--- config.mk ---
export PLATFORM = sky130hd
export DESIGN_NAME = motor_pwm_ctrl
export DESIGN_NICKNAME = d
export VERILOG_FILES = /design/src/rtl/motor_pwm_ctrl.sv
export SDC_FILE = /design/constraint.sdc
export NUM_CORES = 1
export LEC_CHECK = 0
export CORE_ASPECT_RATIO = 1.5
export CORE_MARGIN = 1
export CORE_UTILIZATION = 55
export CTS_BUF_LIST = sky130_fd_sc_hd__clkbuf_8
export CTS_CLUSTER_SIZE = 25
export DETAILED_ROUTE_END_ITERATION = 8
export HOLD_SLACK_MARGIN = 0.02
export PLACE_DENSITY_LB_ADDON = 0.25
export SLEW_MARGIN = 20
export SYNTH_ARGS = -nofsm -noshare
export SYNTH_HDL_FRONTEND = slang
export SYNTH_SLANG_ARGS = --single-unit
--- constraint.sdc ---
create_clock -name clk -period 5.9 [get_ports clk]
set_input_delay 0.59 -clock clk [delete_from_list [all_inputs] [get_ports clk]]
set_output_delay 0.59 -clock clk [all_outputs]
set_load 0.02 [all_outputs]
--- src/rtl/motor_pwm_ctrl.sv ---
// ============================================================================
//  Module   : motor_pwm_ctrl
//  Brief    : N-channel H-bridge PWM driver with a shared period counter,
//             double-buffered commands, dead-time on reversal and braking.
//  Revision : 1.0
// ============================================================================
`default_nettype none

module motor_pwm_ctrl #(
    parameter int NUM_CH   = 2,
    parameter int CNT_W    = 14,
    parameter int PERIOD   = 11000,
    parameter int DEAD_CYC = 100
) (
    input  logic                      clk,
    input  logic                      rst_n,
    input  logic                      en_i,
    input  logic                      load_i,
    input  logic [NUM_CH*CNT_W-1:0]   speed_i,
    input  logic [NUM_CH-1:0]         dir_i,
    input  logic [NUM_CH-1:0]         brake_i,
    output logic [NUM_CH-1:0]         out_a_o,
    output logic [NUM_CH-1:0]         out_b_o,
    output logic                      period_start_o
);

    localparam int              DW     = (DEAD_CYC > 0) ? $clog2(DEAD_CYC + 1) : 1;
    localparam logic [CNT_W-1:0] C_LAST = CNT_W'(PERIOD - 1);
    localparam logic [DW-1:0]    C_DEAD = DW'(DEAD_CYC);

    typedef enum logic [1:0] {
        ST_RUN   = 2'd0,
        ST_DEAD  = 2'd1,
        ST_BRAKE = 2'd2
    } state_t;

    logic [CNT_W-1:0]        cnt_q, cnt_d;
    logic [NUM_CH*CNT_W-1:0] pend_speed_q;
    logic [NUM_CH-1:0]       pend_dir_q, pend_brake_q;
    logic                    period_start_q;
    logic                    wrap;

    assign wrap = en_i && (cnt_q == C_LAST);

    always_comb begin
        cnt_d = cnt_q + CNT_W'(1);
        if (!en_i || wrap) begin
            cnt_d = '0;
        end
    end

    always_ff @(posedge clk) begin
        if (!rst_n) begin
            cnt_q          <= '0;
            pend_speed_q   <= '0;
            pend_dir_q     <= '0;
            pend_brake_q   <= '0;
            period_start_q <= 1'b0;
        end else begin
            cnt_q          <= cnt_d;
            period_start_q <= en_i && (cnt_q == '0);
            if (load_i) begin
                pend_speed_q <= speed_i;
                pend_dir_q   <= dir_i;
                pend_brake_q <= brake_i;
            end
        end
    end

    assign period_start_o = period_start_q;

    generate
        for (genvar i = 0; i < NUM_CH; i++) begin : g_ch
            logic [CNT_W-1:0] act_speed_q;
            logic             act_dir_q, last_dir_q;
            logic             out_a_q, out_b_q;
            logic [DW-1:0]    dead_q;
            state_t           state_q;
            logic [CNT_W-1:0] new_speed;
            logic             new_dir, new_brake, pwm;

            // A load coinciding with the wrap edge bypasses the pending stage.
            assign new_speed = load_i ? speed_i[i*CNT_W +: CNT_W] : pend_speed_q[i*CNT_W +: CNT_W];
            assign new_dir   = load_i ? dir_i[i]   : pend_dir_q[i];
            assign new_brake = load_i ? brake_i[i] : pend_brake_q[i];
            assign pwm       = cnt_q < act_speed_q;

            always_ff @(posedge clk) begin
                if (!rst_n) begin
                    act_speed_q <= '0;
                    act_dir_q   <= 1'b0;
                    last_dir_q  <= 1'b0;
                    dead_q      <= '0;
                    state_q     <= ST_RUN;
                    out_a_q     <= 1'b0;
                    out_b_q     <= 1'b0;
                end else if (!en_i) begin
                    act_speed_q <= new_speed;
                    act_dir_q   <= new_dir;
                    last_dir_q  <= new_dir;
                    dead_q      <= '0;
                    state_q     <= ST_RUN;
                    out_a_q     <= 1'b0;
                    out_b_q     <= 1'b0;
                end else begin
                    case (state_q)
                        ST_RUN: begin
                            out_a_q <= act_dir_q & pwm;
                            out_b_q <= ~act_dir_q & pwm;
                        end
                        ST_BRAKE: begin
                            out_a_q <= 1'b1;
                            out_b_q <= 1'b1;
                        end
                        default: begin
                            out_a_q <= 1'b0;
                            out_b_q <= 1'b0;
                        end
                    endcase

                    if (wrap) begin
                        act_speed_q <= new_speed;
                        act_dir_q   <= new_dir;
                        if (new_brake) begin
                            state_q <= ST_BRAKE;
                            dead_q  <= '0;
                        end else if ((new_dir != last_dir_q) && (DEAD_CYC > 0)) begin
                            state_q <= ST_DEAD;
                            dead_q  <= C_DEAD;
                        end else begin
                            state_q    <= ST_RUN;
                            last_dir_q <= new_dir;
                            dead_q     <= '0;
                        end
                    end else if (state_q == ST_DEAD) begin
                        // Leaving on the last dead cycle lets the next output follow pwm.
                        if (dead_q <= DW'(1)) begin
                            state_q    <= ST_RUN;
                            last_dir_q <= act_dir_q;
                            dead_q     <= '0;
                        end else begin
                            dead_q <= dead_q - DW'(1);
                        end
                    end
                end
            end

            assign out_a_o[i] = out_a_q;
            assign out_b_o[i] = out_b_q;
        end
    endgenerate

endmodule

`default_nettype wire
==> impl_results.md <==
* Root buf cell: clkbuf_8
* Final instance area at 5470 sq um
* RSZ-0062 raised after global routing: false
* Rows at 41
* Vias per cell at 5.67
* Synth Instances at 544
* H-tree depth at 3
* Final Setup Violations at 0
* Dpl hpwl at 7610 um
* Syn Nets at 612
* Pleak at 2.42 nW
* First-pass GRT wire length at 17400 um
* Power Total at 1.29 mW
* Final setup TNS at 0 ns
* Fin. Hold Viols at 0
* Yosys Warn Count at 0
* Cell Area, Synth at 4830 sq um
* Worst Setup EP: g_ch[0].act_speed_q[4]
* WL per Instance at 14.8 um
* CP Cell Sequence: or4_4 -> nor4_1 -> nand2b_1 -> buf_4 -> a22oi_1
* Reg power frac at 0.564
* Num CTS Buffers at 9
* CP peak stage delay at 0.90 ns
* Slew @ Worst Pin at 1.03 ns
* Filler cells at 738
* Req. time, crit path at 6.13 ns
* Count of state elements after synthesis at 101
* CTS tree: yes
* Final core occ at 0.646
* Worst skew pair latency at 0.37 ns
* Crit path launch: cnt_q[3]
* GP Congestion at 0.849
* DR iter-0 viols at 265
* Ant. Diodes at 0
* Remaining DRCs at 0
* Endpoint class of the critical path: flip-flop
* Sw Ratio at 0.251
* R2R setup slack at 2.85 ns
* Clock Path Buffers at 2
* Max cap viols at 0
* Post-DP Area at 5280 sq um
* Vias in the first global route at 3880
* # hold bufs at CTS at 0
* Worst hold path class: flip-flop to flip-flop
* Synth area leader: dfxtp_1
* Share of layout cells above drive strength 1 at 0.102
* Status: finished clean
* Port-buffer cells at 40
* Async SR Flop Fraction at 0
* Data arrival, critical path at 3.28 ns
* Peak VDD IR at 0.187 mV
* Routed WL at 10200 um
* Die span in x at 78.5 um
* Pwr Density at 235 nW/um^2
* Antenna Nets Post-Route at 0
* Synth Area per Inst at 8.88 sq um
* Core area at 8460 sq um
* Worst clock skew at 0.00429 ns
* Clock sink count at 101
* Register-to-Register Path Depth at 5
* Setup Fix Bufs, Post-CTS at 0
* Pin count of the biggest net entering global routing at 40
* Startpoint types: flip-flop
* Initial antenna violation count at 0
* Full die area at 9170 sq um
* Seq/Total Area, Yosys at 0.419
* Area delta synth->final at 13.2%
* Critical Path Slowest Stage Cell: nor4_1
* Comb pwr share at 0.117
* Tmin final at 3.05 ns
* RR Endpoint: g_ch[0].act_speed_q[4]
* Num ports at 41
* Yosys top cell area share at 0.419
* Worst-path clk slew at 0.09 ns
* Synth top area cells: dfxtp_1, ha_1, mux2_2, inv_1, a22oi_1
* Critical path peak fanout at 33
* Post-synth EDFFs at 0
* Crit share post-route at 0.517
* DR pass1 iterations at 4
* Synth Flop Type: dfxtp_1
* Relative slew margins at 0.308
* Int Pwr at 0.964 mW
* Total grt overflow at 0
* Max Slew Vio Count at 0
* Crit Reg-Reg Startpoint: cnt_q[3]
* WHS Path Cells at 2
* Net count, final at 642
* Crit Path Category: flip-flop to flip-flop
* Starting Density at 0.571
* Vias at 3888
* CTS resizes at 0
* Gr usage total at 0.244
* Net Sw Power at 0.322 mW
* Synth unique cells at 51
* Die Ht at 117 um
* Clock power frac at 0.319
* Fmax at 328 MHz
[registers in the layout, indices dropped and copies added, names as in the netlist]
name and count:
g_ch.last_dir_q 2, g_ch.state_q 4, pend_dir_q 2, g_ch.dead_q 14, g_ch.out_b_q 2, pend_speed_q 28, pend_brake_q 2, g_ch.out_a_q 2
cnt_q 14, period_start_o 1, g_ch.act_dir_q 2, g_ch.act_speed_q 28
[cell usage after synthesis (4+ instances only)]
| master | count |
|---|---|
| a21o_1 | 5 |
| nand3_1 | 11 |
| dfxtp_1 | 101 |
| ha_1 | 32 |
| a21oi_1 | 26 |
| xnor2_1 | 6 |
| buf_2 | 6 |
| nand2b_1 | 6 |
| o211ai_1 | 6 |
| a22oi_1 | 26 |
| buf_4 | 4 |
| a211oi_1 | 9 |
| a22o_1 | 4 |
| clkbuf_1 | 12 |
| mux2_2 | 29 |
| and2_1 | 4 |
| nor3_1 | 15 |
| nand4_1 | 8 |
| mux2i_1 | 4 |
| xor2_1 | 12 |
| nor2b_1 | 5 |
| nand2_1 | 49 |
| o21ai_0 | 10 |
| inv_1 | 70 |
| or4_1 | 4 |
| nor2_1 | 42 |
[critical path, delay by kind of cell (launching register included)]
family	cells	cell delay [ns]
simple gates	3	1.98
compound gates	1	0.11
buf+inv	1	0.41
flops	1	0.38
[per-layer routing]
layer | global-route usage | wire, um | vias to the layer above
met4 | 0.111 | 297 | 0
met3 | 0.0465 | 327 | 24
met5 | 0 | 0 | -
met1 | 0.271 | 4160 | 1849
met2 | 0.447 | 5400 | 82
li1 | - | - | 1933
[worst min path at each step]
stage / start / slack (ns) / end
2_1_floorplan: g_ch[1].act_speed_q[6] / 0.44 / g_ch[1].act_speed_q[6]
3_3_place_gp: cnt_q[0] / 0.47 / cnt_q[0]
3_5_place_dp: g_ch[1].act_speed_q[7] / 0.47 / g_ch[1].act_speed_q[7]
4_1_cts: g_ch[1].act_speed_q[7] / 0.49 / g_ch[1].act_speed_q[7]
5_1_grt: g_ch[0].act_speed_q[5] / 0.51 / g_ch[0].act_speed_q[5]
6_report: g_ch[0].act_speed_q[5] / 0.48 / g_ch[0].act_speed_q[5]
[kinds of logic after synthesis]
logic type	share of synthesized area
muxes	0.0759
AOI/OAI and AO/OA	0.152
and+or+nand+nor	0.160
buffers and inverters	0.0785
adders and majority gates	0.0829
DFF	0.419
xor gates and xnor gates	0.0326
[final cells by class]
cell class	instances	area, sq um	share of cell area
Multi-Input combinational cell	348	2440	0.446
Sequential cell	101	2020	0.370
Timing Repair Buffer	44	425	0.0778
Inverter	70	263	0.0481
Clock buffer	11	151	0.0277
Tap cell	107	134	0.0245
Clock inverter	5	33.8	0.00618
[cell usage in the layout, fill, tap and decap left out, drive strengths merged, types with 3 or more instances in the layout]
cell,Yosys,layout
nand2b,6,6
inv,70,71
nor2b,5,5
nor3,15,15
o21ai,10,10
a22o,4,4
nor4,4,4
a31oi,3,3
mux2,29,29
clkdlybuf4s50,0,39
ha,32,32
or4,5,5
nand4,8,8
xor2,12,12
a22oi,26,26
o211ai,6,6
nor3b,3,3
mux2i,4,4
and3,3,3
nor2,43,43
a21o,5,5
nand3,11,11
nand2,49,49
clkbuf,12,11
dfxtp,101,101
buf,13,5
and2,4,4
a211oi,9,9
a21oi,26,26
xnor2,6,6
[through the flow]
step	setup slack [ns]	instances	hold slack, ns
global route	2.63	686	0.513
finish	2.85	686	0.483
detailed placement	2.85	670	0.472
CTS	2.85	686	0.487
global placement	2.98	670	0.471
floorplan	3.66	544	0.445
[power by group through the flow]
stage	combinational [mW]	clock (mW)	sequential [mW]
after floorplan	0.0998	0	0.739
after global placement	0.146	0	0.740
after detailed placement	0.150	0	0.742
after CTS	0.151	0.420	0.726
after global routing	0.169	0.450	0.729
final	0.150	0.411	0.726
Note: power is estimated with default switching activity, not from simulation.
